### src/rtl/pwm_dac_pkg.sv
// Shared definitions for the PWM DAC stage and the counters it shares with
// the upstream sample generators.
package pwm_dac_pkg;

    // Default window length: 125 MHz / 1024 gives roughly a 122 kHz sample rate.
    localparam int DEFAULT_CYCLES_PER_WINDOW = 1024;
    localparam int DEFAULT_CODE_WIDTH        = 10;

    // Operating states of the PWM stage.
    typedef enum logic {
        IDLE = 1'b0,
        RUN  = 1'b1
    } state_t;

    // Width of a counter that must hold 0 .. cycles-1.
    function automatic int counter_width(input int cycles);
        return (cycles > 1) ? $clog2(cycles) : 1;
    endfunction

    // Comparison width: wide enough for the window length itself and for
    // the full code range, so neither operand is truncated.
    function automatic int compare_width(input int cw, input int code_width);
        return ((cw + 1) > code_width) ? (cw + 1) : code_width;
    endfunction

endpackage

### src/rtl/window_counter.sv
// Free-running wrap counter with enable and a terminal-count flag.
// Also used by the upstream generators as their sample-divide counter.
module window_counter #(
    parameter int               WIDTH    = 10,
    parameter logic [WIDTH-1:0] TERMINAL = '1
) (
    input  logic             clk,
    input  logic             rst,
    input  logic             en,
    output logic [WIDTH-1:0] count,
    output logic             tc
);

    assign tc = (count == TERMINAL);

    // Count up while enabled, returning to zero after the terminal value.
    always_ff @(posedge clk or posedge rst) begin
        if (rst) begin
            count <= '0;
        end else if (en) begin
            count <= tc ? '0 : count + WIDTH'(1);
        end
    end

endmodule

### src/rtl/pwm_dac_window.sv
// PWM DAC: turns a sample code into a pulse whose width is the code, once per
// fixed-length window, and strobes upstream for the next sample each window.
module pwm_dac_window
    import pwm_dac_pkg::*;
#(
    parameter int CYCLES_PER_WINDOW = DEFAULT_CYCLES_PER_WINDOW,
    parameter int CODE_WIDTH        = DEFAULT_CODE_WIDTH,
    parameter int CW                = counter_width(CYCLES_PER_WINDOW)
) (
    input  logic                  clk,
    input  logic                  rst,
    input  logic                  en,
    input  logic [CODE_WIDTH-1:0] code,
    output logic                  next_sample,
    output logic                  pwm,
    output logic                  sat,
    output logic [CW-1:0]         window_idx
);

    localparam int              CMPW       = compare_width(CW, CODE_WIDTH);
    localparam logic [CMPW-1:0] FULL_SCALE = CMPW'(CYCLES_PER_WINDOW);
    localparam logic [CW-1:0]   LAST_CNT   = CW'(CYCLES_PER_WINDOW - 1);

    state_t                state;
    state_t                state_next;
    logic [CW-1:0]         cnt;
    logic [CW-1:0]         cnt_next;
    logic                  tc;
    logic                  run;
    logic [CODE_WIDTH-1:0] code_q;
    logic [CODE_WIDTH-1:0] code_q_next;
    logic                  pwm_next;
    logic                  sat_next;

    assign run = (state == RUN);

    window_counter #(
        .WIDTH   (CW),
        .TERMINAL(LAST_CNT)
    ) u_window_counter (
        .clk  (clk),
        .rst  (rst),
        .en   (run),
        .count(cnt),
        .tc   (tc)
    );

    // The counter value that will be present in the coming cycle; pwm is
    // registered, so it is computed against this rather than the current count.
    assign cnt_next = run ? (tc ? '0 : cnt + CW'(1)) : cnt;

    assign next_sample = run && tc;
    assign window_idx  = cnt;

    // Next state, code latch and next pwm/sat levels. The code is sampled only
    // at run start and at the window wrap, so mid-window changes are ignored;
    // en is likewise only acted on at the wrap so the current window completes.
    always_comb begin
        state_next  = state;
        code_q_next = code_q;
        pwm_next    = 1'b0;
        sat_next    = 1'b0;
        case (state)
            IDLE: begin
                if (en) begin
                    state_next  = RUN;
                    code_q_next = code;
                end
            end
            RUN: begin
                if (tc) begin
                    code_q_next = code;
                    if (!en) begin
                        state_next = IDLE;
                    end
                end
            end
            default: begin
                state_next = IDLE;
            end
        endcase
        if (state_next == RUN) begin
            pwm_next = CMPW'(cnt_next) < CMPW'(code_q_next);
            sat_next = CMPW'(code_q_next) >= FULL_SCALE;
        end
    end

    // State, latched code and the registered outputs; reset aborts any window.
    always_ff @(posedge clk or posedge rst) begin
        if (rst) begin
            state  <= IDLE;
            code_q <= '0;
            pwm    <= 1'b0;
            sat    <= 1'b0;
        end else begin
            state  <= state_next;
            code_q <= code_q_next;
            pwm    <= pwm_next;
            sat    <= sat_next;
        end
    end

endmodule

### config.mk
export PLATFORM = sky130hd
export DESIGN_NAME = pwm_dac_window
export DESIGN_NICKNAME = d
export VERILOG_FILES = /design/src/rtl/pwm_dac_pkg.sv /design/src/rtl/window_counter.sv /design/src/rtl/pwm_dac_window.sv
export SDC_FILE = /design/constraint.sdc
export NUM_CORES = 1
export LEC_CHECK = 0
export ABC_AREA = 1
export CAP_MARGIN = 20
export CORE_ASPECT_RATIO = 1.1
export CORE_MARGIN = 3
export CORE_UTILIZATION = 54
export CTS_BUF_LIST = sky130_fd_sc_hd__clkbuf_16
export DETAILED_ROUTE_END_ITERATION = 8
export HOLD_SLACK_MARGIN = 0.03
export PLACE_DENSITY = 0.94
export SYNTH_ARGS = -nofsm -noshare
export SYNTH_HDL_FRONTEND = slang
export SYNTH_SLANG_ARGS = --single-unit
### constraint.sdc
create_clock -name clk -period 4.9 [get_ports clk]
set_clock_uncertainty 0.15 [all_clocks]
set_input_delay 1.47 -clock clk [delete_from_list [all_inputs] [get_ports clk]]
set_output_delay 1.47 -clock clk [all_outputs]
set_load 0.03 [all_outputs]
-- Word-level counts from Yosys, hierarchy flattened
Cells that the tools add are included.
- flip-flop bits (word level): 22
- output and inout port bits: 13
- input port bits: 13
- mux-type cells: 9
- $lt $le $gt $ge: 1
- equal/unequal tests: 1
- bitwise gates (word level): 1
- reduce and logical (&&, ||, !) cells: 1
- add/subtract/negate cells: 1
- operators by type and width (operator ; number):
    10-bit two-way mux ; 4
    10-bit one-hot mux with 2 select lines ; 1
    10-bit by 1-bit adder with 10-bit output (second input constant) ; 1
    10-bit equality test (second input constant) ; 1
    10-bit less-than comparator ; 1
    1-bit two-way mux ; 3
    1-bit one-hot mux with 2 select lines ; 1
    1-bit logical AND ; 1
    1-bit inverter ; 1

-- Longest topological paths before layout
Gate-level depths: netlist of the first run.
- word-level depth: 5
- mapped depth: 15
- gate-level depth less buffers: 14

-- Modules after synthesis
Synthesis of the first run repeated with hierarchy kept, for this count alone.
- cells, all modules: 200
- area total of the unflattened synthesis: 1530.2 um2
- modules (own cells, without submodules) (module ; instances ; seq. area each (um2) ; area each (um2) ; cells an instance):
    pwm_dac_window ; 1 ; 300.3 ; 1011.0 ; 140
    window_counter ; 1 ; 250.2 ; 519.2 ; 60

-- Least setup slack after synthesis of the first run
Ideal clock, no wire load.
- path type: input to register
- start point: input en
- end point: register pwm
- arrival: 2.805 ns
- setup slack: 1.871 ns
- stages on the path: 12
- path buffers: 1
- data required time: 4.677 ns
- setup time: 0.073 ns
- cell sequence: inv_1 -> o21ai_4 -> buf_12 -> nand2_1 -> o21ai_2 -> inv_1 -> ha_1 -> a21oi_1 -> o21ai_0 -> nand4_1 -> o2111ai_1 -> a21oi_2
- longest elaborated chain between the ends: 4
- elaborated cells on any way between the ends: 7
- classes of those cells: order compare (1); mux (6)
- ends and longest elaborated chain (item ; RTL line ; text):
    from (decl) ; pwm_dac_window.sv:12 ; input logic en,
    10-bit two-way mux ; pwm_dac_window.sv:65 ; if (en) begin
    10-bit one-hot mux with 2 select lines ; pwm_dac_window.sv:63 ; case (state)
    net code_q_next[3] ; pwm_dac_window.sv:31 ; logic [CODE_WIDTH-1:0] code_q_next;
    10-bit less-than comparator ; pwm_dac_window.sv:83 ; pwm_next = CMPW'(cnt_next) < CMPW'(code_q_next);
    1-bit two-way mux ; pwm_dac_window.sv:82 ; if (state_next == RUN) begin
    net pwm_next ; pwm_dac_window.sv:32 ; logic pwm_next;
    to (signal assigned) ; pwm_dac_window.sv:98 ; pwm <= pwm_next;
    to (decl) ; pwm_dac_window.sv:15 ; output logic pwm,
The timed path passes the listed nets, and every way through them passes these cells.

-- Worst setup path in the final report of the first run
- start point: register u_window_counter.count[0]
- end point: output next_sample
- longest elaborated chain between the ends: 2
- ends and longest elaborated chain (item ; RTL line ; text):
    from (decl) ; window_counter.sv:10 ; output logic [WIDTH-1:0] count,
    from (signal assigned) ; window_counter.sv:21 ; count <= tc ? '0 : count + WIDTH'(1);
    10-bit equality test ; window_counter.sv:14 ; assign tc = (count == TERMINAL);
    1-bit logical AND ; pwm_dac_window.sv:52 ; assign next_sample = run && tc;
    to (decl) ; pwm_dac_window.sv:14 ; output logic next_sample,
Every way passes these cells.

==> impl_metrics.toml, run 1 <==
[run_status]
outcome = "complete, no violations"

[global_routing]
first_global_vias = 1019
grt_util_all_layers = 0.1978
grt_first_pass_wirelength_um = 4457
antenna_found_initial = 0
grt_start_max_net_pins = 23
gr-total-overflow = 0

[clocking]
post-cts-setup-buffer-count = 0
tritoncts = "yes"
path_clk_slew_ns = 0.06
clkSinkCount = 22
cts.htree.levels = 1
clkLatencyLatePin_ns = 0.25
ctsHoldBuffers = 0
clock_path_buffers = 2
cts_buf_count = 3
ctsResizeCount = 0
clock_tree.root_cell = "clkbuf_16"

[setup_path]
critical_path.startpoint = "u_window_counter.count[0]"
slowest_cell_on_crit_path = "clkdlybuf4s50_1"
slowest_delay_ns = 0.68
rrSetupSlack_ns = 2.24
worstSetupStartpointType = "flip-flop"
worst-endpoint-arrival_ns = 2.06
critical_path.max_fanout = 4
critical_path.endpoint_type = "output port"
cp_cell_sequence = "ha_1, nand2_1, nor2_4, nand4_4, inv_1, clkdlybuf4s50_1"
timing.setup.critical_path_class = "flip-flop to output port"
worstReg2RegEnd = "pwm"
cp_data_required_time_ns = 3.28
reg2reg_depth = 12
critical_path.reg2reg.startpoint = "u_window_counter.count[0]"

[min_path]
whs_endpoint = "code_q[9]"
worstHoldPathType = "flip-flop to flip-flop"
worst_hold_path.num_cells = 1
source_of_the_worst_hold_timing_path = "code_q[9]"

[synthesis]
yosysWarningCount = 0
syn_avg_cell_area_um2 = 8.993
synth-edff-count = 0
syn_nets = 167
synth_sequential_area_ratio = 0.4251
synthCells = 144
dominantRegCellSynth = "dfrtp_1"
ys_types = 28
synth_area_um2 = 1295
ys_async_sr_fraction = 1.000
synth-seq-cells = 22

[pwr]
p_sw_frac = 0.1801
finalPower_uw = 443.4
share_comb_of_total_power = 0.071
power.sequential.fraction = 0.423
power_switching_uw = 79.86
internal_power_uw = 363.5
pwr_density_cell_nw_per_um2 = 270.9
clkPwrFrac = 0.506
p_leak_uw = 0.0008148
vdd_drop_max_uv = 193.7

[sta]
setup-violations-final = 0
maxSlewHeadroom = 0.4643
timing.final.hold_violations = 0
max_freq_ghz = 0.2715
tightest_slew_ns = 0.8027
slew_limit_fails = 0
final_layout_setup_total_negative_slack_ns = 0
final_min_period_over_clock_period = 0.7517
post-route-min-period_ns = 3.683
unrepaired_setup_endpoints_after_global_routing = "no"

[final_layout]
number_of_antenna_repair_diodes = 0
number_of_filler_cells_placed_in_the_layout = 146
nNetsFinal = 193
area.growth.synth_to_final_pct = 26.38
final_layout_size_suffix_gt1_frac = 0.1243
final-instance-count-excl-fill = 197

[floorplan]
dieHeight_um = 57.36
start_util = 0.6028
chipWidth_um = 52.69
coreArea_um2 = 2148
design.die.area_um2 = 3022
fp-row-count = 17
io_pins = 26

[routing]
postRouteAntennaNets = 0
viasPerCell = 5.178
drc = 0
drt-wirelength-per-cell_um = 13.77
num_vias = 1020
detail_route.first_pass.iterations = 5
detailed_route_wl_um = 2713
drt_first_iter_violations = 25

[run]
drv_cap = 0

[place]
dpl.hpwl_um = 2142
dp_cells = 193
final_estimated_routing_congestion_in_global_placement = 0.7498
place.port_buffers = 24
[cell usage after synthesis (2+ instances only)]
| cell type | number | area, um2 |
|---|---|---|
| xor2_1 | 4 | 35.03 |
| nor2_4 | 2 | 22.52 |
| dfrtp_1 | 22 | 550.5 |
| nor2_1 | 3 | 11.26 |
| ha_1 | 10 | 125.1 |
| o21ai_2 | 2 | 17.52 |
| a21oi_1 | 10 | 50.05 |
| nor3_1 | 2 | 10.01 |
| inv_1 | 29 | 108.9 |
| nand2_1 | 25 | 93.84 |
| mux2i_1 | 4 | 40.04 |
| nand3_1 | 6 | 30.03 |
| inv_2 | 4 | 15.01 |
| o21ai_0 | 4 | 20.02 |
| nand4_1 | 2 | 12.51 |
| o21a_2 | 3 | 26.28 |
[metrics by stage]
stage | hold slack, ns | util | area, um2 | worst slack (ns)
floorplan | 0.3020 | - | 1295 | 1.871
global placement | 0.3274 | 0.7129 | 1531 | 1.194
detailed placement | 0.3364 | 0.7129 | 1531 | 1.068
CTS | 0.3497 | 0.7618 | 1637 | 1.206
global route | 0.3687 | 0.7618 | 1637 | 1.115
finish | 0.3468 | 0.7618 | 1637 | 1.217
[sequential cells by signal (all words and copies together), names as in the netlist]
| register | count |
|---|---|
| u_window_counter.count | 10 |
| run | 1 |
| pwm | 1 |
| code_q | 10 |
[worst max path at each step]
| stage | end | cells after the start | slack [ns] |
|---|---|---|---|
| floorplan | pwm | 12 | 1.87 |
| global placement | pwm | 10 | 1.19 |
| detailed placement | pwm | 10 | 1.07 |
| CTS | next_sample | 6 | 1.21 |
| global route | pwm | 12 | 1.11 |
| finish | next_sample | 6 | 1.22 |
[logic make-up (layout without fill, tap and decap cells)]
family	after synthesis	after routing	synth area share
buffers and inverters	36	61	0.1256
multiplexers	4	4	0.03092
flip-flops	22	22	0.4251
XOR/XNOR	4	4	0.02705
AO/OA/AOI/OAI	23	23	0.1179
other	1	1	0.002896
adder cells (fa/ha/maj)	10	10	0.09662
AND/OR/NAND/NOR	44	44	0.1739
[per-layer routing]
metal / track usage / wire length [um]
met3: 0.02350 / 85
met5: 0 / 0
met1: 0.2315 / 1120
met2: 0.3688 / 1483
met4: 0.05474 / 23
[power groups by stage]
| stage | Sequential (uW) | Combinational (uW) | Clock [uW] |
|---|---|---|---|
| 2_1_floorplan | 191 | 17.5 | 0 |
| 3_3_place_gp | 191 | 29.8 | 0 |
| 3_5_place_dp | 191 | 31.2 | 0 |
| 4_1_cts | 188 | 31.7 | 227 |
| 5_1_grt | 188 | 35.4 | 237 |
| 6_report | 188 | 31.4 | 224 |
[area by class of cell]
type | count | area (um2) | share of cell area
Clock buffer | 3 | 75.07 | 0.04587
Clock inverter | 1 | 30.03 | 0.01835
Sequential cell | 22 | 550.5 | 0.3364
Inverter | 33 | 123.9 | 0.07569
Tap cell | 28 | 35.03 | 0.02141
Multi-Input combinational cell | 86 | 581.8 | 0.3555
Timing Repair Buffer | 24 | 240.2 | 0.1468
[critical path, delay by kind of cell, from the launching register on]
| family | cells | cell delay, ns |
|---|---|---|
| fa+ha+maj | 1 | 0.20 |
| simple gates | 3 | 0.39 |
| buf+inv | 2 | 0.82 |
| flops | 1 | 0.41 |
[cell usage in the layout (no fill, tap or decap), types with 4 or more instances in the layout]
cell type / instances
clkdlybuf4s50_1: 24
o21ai_0: 4
a21oi_1: 10
mux2i_1: 4
dfrtp_1: 22
nand3_1: 6
nand2_1: 25
inv_2: 4
xor2_1: 4
inv_1: 29
ha_1: 10
No activity file was read; power rests on OpenSTA's default activity.
==> run 2: changes to the inputs <==
--- a/config.mk
+++ b/config.mk
@@ -9,11 +9,11 @@
 export CAP_MARGIN = 20
 export CORE_ASPECT_RATIO = 1.1
 export CORE_MARGIN = 3
-export CORE_UTILIZATION = 54
+export CORE_UTILIZATION = 45
 export CTS_BUF_LIST = sky130_fd_sc_hd__clkbuf_16
 export DETAILED_ROUTE_END_ITERATION = 8
 export HOLD_SLACK_MARGIN = 0.03
-export PLACE_DENSITY = 0.94
+export PLACE_DENSITY = 0.85
 export SYNTH_ARGS = -nofsm -noshare
 export SYNTH_HDL_FRONTEND = slang
 export SYNTH_SLANG_ARGS = --single-unit
==> constraint.sdc (replaced) <==
create_clock -name clk -period 3.32 [get_ports clk]
set_clock_uncertainty 0.15 [all_clocks]
set_input_delay 0.996 -clock clk [delete_from_list [all_inputs] [get_ports clk]]
set_output_delay 0.996 -clock clk [all_outputs]
set_load 0.03 [all_outputs]
==> impl_metrics.toml, run 2 (synthesized netlist as in run 1, its figures left out) <==
[sta]
tightest_slew_ns = 0.8602
final_min_period_over_clock_period = 0.9610
max_freq_ghz = 0.3134
setup-violations-final = 0
maxSlewHeadroom = 0.4259
final_layout_setup_total_negative_slack_ns = 0
unrepaired_setup_endpoints_after_global_routing = "no"
slew_limit_fails = 0
post-route-min-period_ns = 3.191
timing.final.hold_violations = 0

[setup_path]
critical_path.endpoint_type = "output port"
cp_data_required_time_ns = 2.17
timing.setup.critical_path_class = "flip-flop to output port"
worstSetupStartpointType = "flip-flop"
worst-endpoint-arrival_ns = 2.04
reg2reg_depth = 11
critical_path.max_fanout = 4

[floorplan]
fp-row-count = 19
dieHeight_um = 62.27
design.die.area_um2 = 3558
start_util = 0.4952
io_pins = 26
chipWidth_um = 57.15
coreArea_um2 = 2615

[final_layout]
final_layout_size_suffix_gt1_frac = 0.1345
number_of_antenna_repair_diodes = 0
final_common_cell = "inv_1"
nNetsFinal = 196
final-instance-count-excl-fill = 202
area.growth.synth_to_final_pct = 26.09
largest_registers = "code_q: 10 flops, u_window_counter.count: 10 flops"
layout_common_cells = "29 x inv_1, 25 x nand2_1, 24 x clkdlybuf4s50_1"

[run_status]
outcome = "complete, no violations"

[clocking]
tritoncts = "yes"
cts.htree.levels = 1
ctsResizeCount = 0
clock_path_buffers = 2
path_clk_slew_ns = 0.06
clkSinkCount = 22
post-cts-setup-buffer-count = 0
clkLatencyLatePin_ns = 0.25
cts_buf_count = 3
ctsHoldBuffers = 0
clock_tree.root_cell = "clkbuf_16"

[pwr]
finalPower_uw = 572.4
vdd_drop_max_uv = 276.0
p_leak_uw = 0.0008157
pwr_density_cell_nw_per_um2 = 350.5

[global_routing]
first_global_vias = 1056
grt_first_pass_wirelength_um = 4823
grt_start_max_net_pins = 23
grt_util_all_layers = 0.1731
antenna_found_initial = 0
gr-total-overflow = 0

[run]
drv_cap = 0

[routing]
drt-wirelength-per-cell_um = 13.51
viasPerCell = 5.059
drt_first_iter_violations = 30
num_vias = 1022
detailed_route_wl_um = 2730
detail_route.first_pass.iterations = 5
drc = 0
postRouteAntennaNets = 0

[place]
place.port_buffers = 24
final_estimated_routing_congestion_in_global_placement = 0.8176
dpl.hpwl_um = 2155
dp_cells = 199

[min_path]
worst_hold_path.num_cells = 2
worstHoldPathType = "flip-flop to flip-flop"
run 2: per-layer routing:
metal / GRT usage / part of all wire
met4: 0.08406 / 0.030
met1: 0.2089 / 0.41
met2: 0.2914 / 0.51
met5: 0 / 0
met3: 0.03106 / 0.049
run 2: report_power, final:
part / internal [uW] / switching, uW / leakage, uW
clock: 159 / 90.1 / 0.0000370
sequential: 275 / 2.00 / 0.000260
combinational: 22.6 / 23.9 / 0.000519
total: 456 / 116 / 0.000816
run 2: final cells by class:
type | instances | area, um2
clock buffer | 3 | 75.07
fill | 220 | 982.2
inverter | 33 | 123.9
multi-input combinational | 86 | 581.8
sequential | 22 | 550.5
tap | 31 | 38.79
timing repair buffer | 27 | 262.8
run 2: stage by stage:
stage	setup WS, ns	hold WS, ns	utilization	area (um2)
5_1_grt	0.01711	0.3607	0.6244	1633
3_5_place_dp	0.09740	0.3246	0.5957	1558
2_1_floorplan	0.7655	0.3020	-	1295
6_report	0.1294	0.3344	0.6244	1633
4_1_cts	0.1354	0.3388	0.6244	1633
3_3_place_gp	0.1537	0.3266	0.5957	1558
run 2: path summary, 6_finish.rpt:
| kind | to | slack [ns] | from |
|---|---|---|---|
| min reg2reg | code_q[2] | 0.33 | code_q[2] |
| min | code_q[2] | 0.33 | code_q[2] |
| min in group asynchronous | code_q[3] | 1.08 | rst |
| max | next_sample | 0.13 | u_window_counter.count[0] |
| max in group asynchronous | u_window_counter.count[0] | 1.42 | rst |
| max reg2reg | pwm | 0.76 | u_window_counter.count[0] |
run 2: worst max-delay path: stages, from the launching register on:
cell and delay [ns]:
dfrtp_1 0.39, ha_1 0.19, nand2_1 0.09, nor2_4 0.15, nand4_4 0.15, inv_1 0.12, clkdlybuf4s50_1 0.70
==> run 3: changes to the inputs <==
--- a/config.mk
+++ b/config.mk
@@ -7,13 +7,13 @@
 export LEC_CHECK = 0
 export ABC_AREA = 1
 export CAP_MARGIN = 20
-export CORE_ASPECT_RATIO = 1.1
 export CORE_MARGIN = 3
-export CORE_UTILIZATION = 45
-export CTS_BUF_LIST = sky130_fd_sc_hd__clkbuf_16
+export CORE_UTILIZATION = 48
+export CTS_BUF_LIST = sky130_fd_sc_hd__clkbuf_4 sky130_fd_sc_hd__clkbuf_8
 export DETAILED_ROUTE_END_ITERATION = 8
 export HOLD_SLACK_MARGIN = 0.03
-export PLACE_DENSITY = 0.85
+export PLACE_DENSITY = 0.89
+export SETUP_SLACK_MARGIN = 0.4
 export SYNTH_ARGS = -nofsm -noshare
 export SYNTH_HDL_FRONTEND = slang
 export SYNTH_SLANG_ARGS = --single-unit
==> impl_metrics.toml, run 3 (synthesized netlist as in run 1, its figures left out) <==
[place]
post_dp_cell_area_um2 = 1554
dpl.hpwl_um = 1995
final_estimated_routing_congestion_in_global_placement = 0.8891
place.port_buffers = 24

[setup_path]
critical_path.endpoint_type = "flip-flop"
rrSetupSlack_ns = 0.77
worst-endpoint-arrival_ns = 2.98
reg2reg_depth = 13
worstReg2RegEnd = "pwm"
critical_path.max_fanout = 14
timing.setup.critical_path_class = "input pin to flip-flop"
cp_data_required_time_ns = 3.41
critical_path.reg2reg.startpoint = "u_window_counter.count[0]"
worstSetupStartpointType = "input pin"

[clocking]
clkLatencyLatePin_ns = 0.31
cts.htree.levels = 1
tritoncts = "yes"
path_clk_slew_ns = 0.12
cts_buf_count = 3
clock_tree.root_cell = "clkbuf_4"
clock_path_buffers = 2
ctsHoldBuffers = 0
clkSinkCount = 22

[min_path]
worst_hold_path.num_cells = 2
source_of_the_worst_hold_timing_path = "code_q[7]"
whs_endpoint = "code_q[7]"
worstHoldPathType = "flip-flop to flip-flop"

[floorplan]
dieHeight_um = 57.94
chipWidth_um = 57.94
design.die.area_um2 = 3357
fp-row-count = 18
start_util = 0.5134
coreArea_um2 = 2522
io_pins = 26

[pwr]
vdd_drop_max_uv = 232.1
power_switching_uw = 108.9
p_leak_uw = 0.0007974
share_comb_of_total_power = 0.098
power.sequential.fraction = 0.585
internal_power_uw = 364.1
pwr_density_cell_nw_per_um2 = 297.7
p_sw_frac = 0.2303
clkPwrFrac = 0.317

[sta]
slew_limit_fails = 0
unrepaired_setup_endpoints_after_global_routing = "yes"
final_min_period_over_clock_period = 0.8699
final_layout_setup_total_negative_slack_ns = 0
post-route-min-period_ns = 2.888
timing.final.hold_violations = 0
maxSlewHeadroom = 0.4296
setup-violations-final = 0
max_freq_ghz = 0.3463
tightest_slew_ns = 0.8546

[final_layout]
nNetsFinal = 194
number_of_antenna_repair_diodes = 0
final_layout_size_suffix_gt1_frac = 0.1412
final_common_cell = "inv_1"
largest_registers = "code_q: 10 flops, u_window_counter.count: 10 flops"
area.growth.synth_to_final_pct = 22.71
post-route-cell-area_um2 = 1589
layout_common_cells = "29 x inv_1, 25 x nand2_1, 23 x clkdlybuf4s50_1"

[routing]
detailed_route_wl_um = 2499
viasPerCell = 4.985
drt-wirelength-per-cell_um = 12.50
postRouteAntennaNets = 0
drt_first_iter_violations = 25
num_vias = 997
drc = 0
detail_route.first_pass.iterations = 4

[global_routing]
antenna_found_initial = 0
grt_util_all_layers = 0.1616
grt_start_max_net_pins = 23
grt_first_pass_wirelength_um = 4160
gr-total-overflow = 0
first_global_vias = 976

[run]
drv_cap = 0

[run_status]
outcome = "complete, no violations"
[run 3: worst max path at each step]
stage | slack [ns] | endpoint | start | depth (start not counted)
6_report | 0.43 | pwm | en | 11
5_1_grt | 0.34 | pwm | en | 11
4_1_cts | 0.42 | next_sample | u_window_counter.count[0] | 6
3_5_place_dp | 0.10 | pwm | en | 11
3_3_place_gp | 0.20 | pwm | en | 13
2_1_floorplan | 0.77 | pwm | en | 12
[run 3: power by group through the flow]
stage                     clock (uW)  combinational [uW]  sequential (uW)
after floorplan                    0                25.8              281
after global placement             0                44.8              281
after detailed placement           0                46.7              282
after CTS                        153                46.8              277
after global routing             165                52.3              277
final                            150                46.6              277
[run 3: critical path: stages]
cell             delay [ns]
clkdlybuf4s50_1        0.50
inv_1                  0.09
o21ai_4                0.15
buf_12                 0.16
mux2i_2                0.24
ha_1                   0.28
a21oi_1                0.15
o21ai_0                0.10
nand4_1                0.08
o2111ai_1              0.11
a21oi_2                0.12
[run 3: stage by stage]
stage | cells | power [uW] | utilization | setup slack, ns | hold slack, ns
2_1_floorplan | 144 | 307.2 | - | 0.7655 | 0.3020
3_3_place_gp | 196 | 326.1 | 0.6161 | 0.1977 | 0.3183
3_5_place_dp | 196 | 328.4 | 0.6161 | 0.1034 | 0.3280
4_1_cts | 200 | 476.3 | 0.6310 | 0.4157 | 0.3577
5_1_grt | 200 | 493.9 | 0.6300 | 0.3410 | 0.3837
6_report | 200 | 473.0 | 0.6300 | 0.4320 | 0.3534
[run 3: layout make-up]
cell class	instances	area, um2
Clock buffer	4	36.28
Tap cell	30	37.54
Timing Repair Buffer	25	255.2
Fill cell	207	933.4
Sequential cell	22	550.5
Multi-Input combinational cell	86	585.6
Inverter	33	123.9
[run 3: what timing repair did]
action	CTS	global route
pin swaps	0	0
endpoints found under the hold margin	0	0
resized for setup	3	3
setup endpoints to repair	1	2
setup buffers	0	0
[run 3: routing by layer]
metal | routed length [um] | vias up | part of all wire | global-route usage
met5 | 0 | - | 0 | 0
met4 | 16 | 0 | 0.0064 | 0.05960
met3 | 80 | 4 | 0.032 | 0.02227
met2 | 1247 | 15 | 0.50 | 0.2742
met1 | 1155 | 467 | 0.46 | 0.2093
li1 | - | 511 | - | -
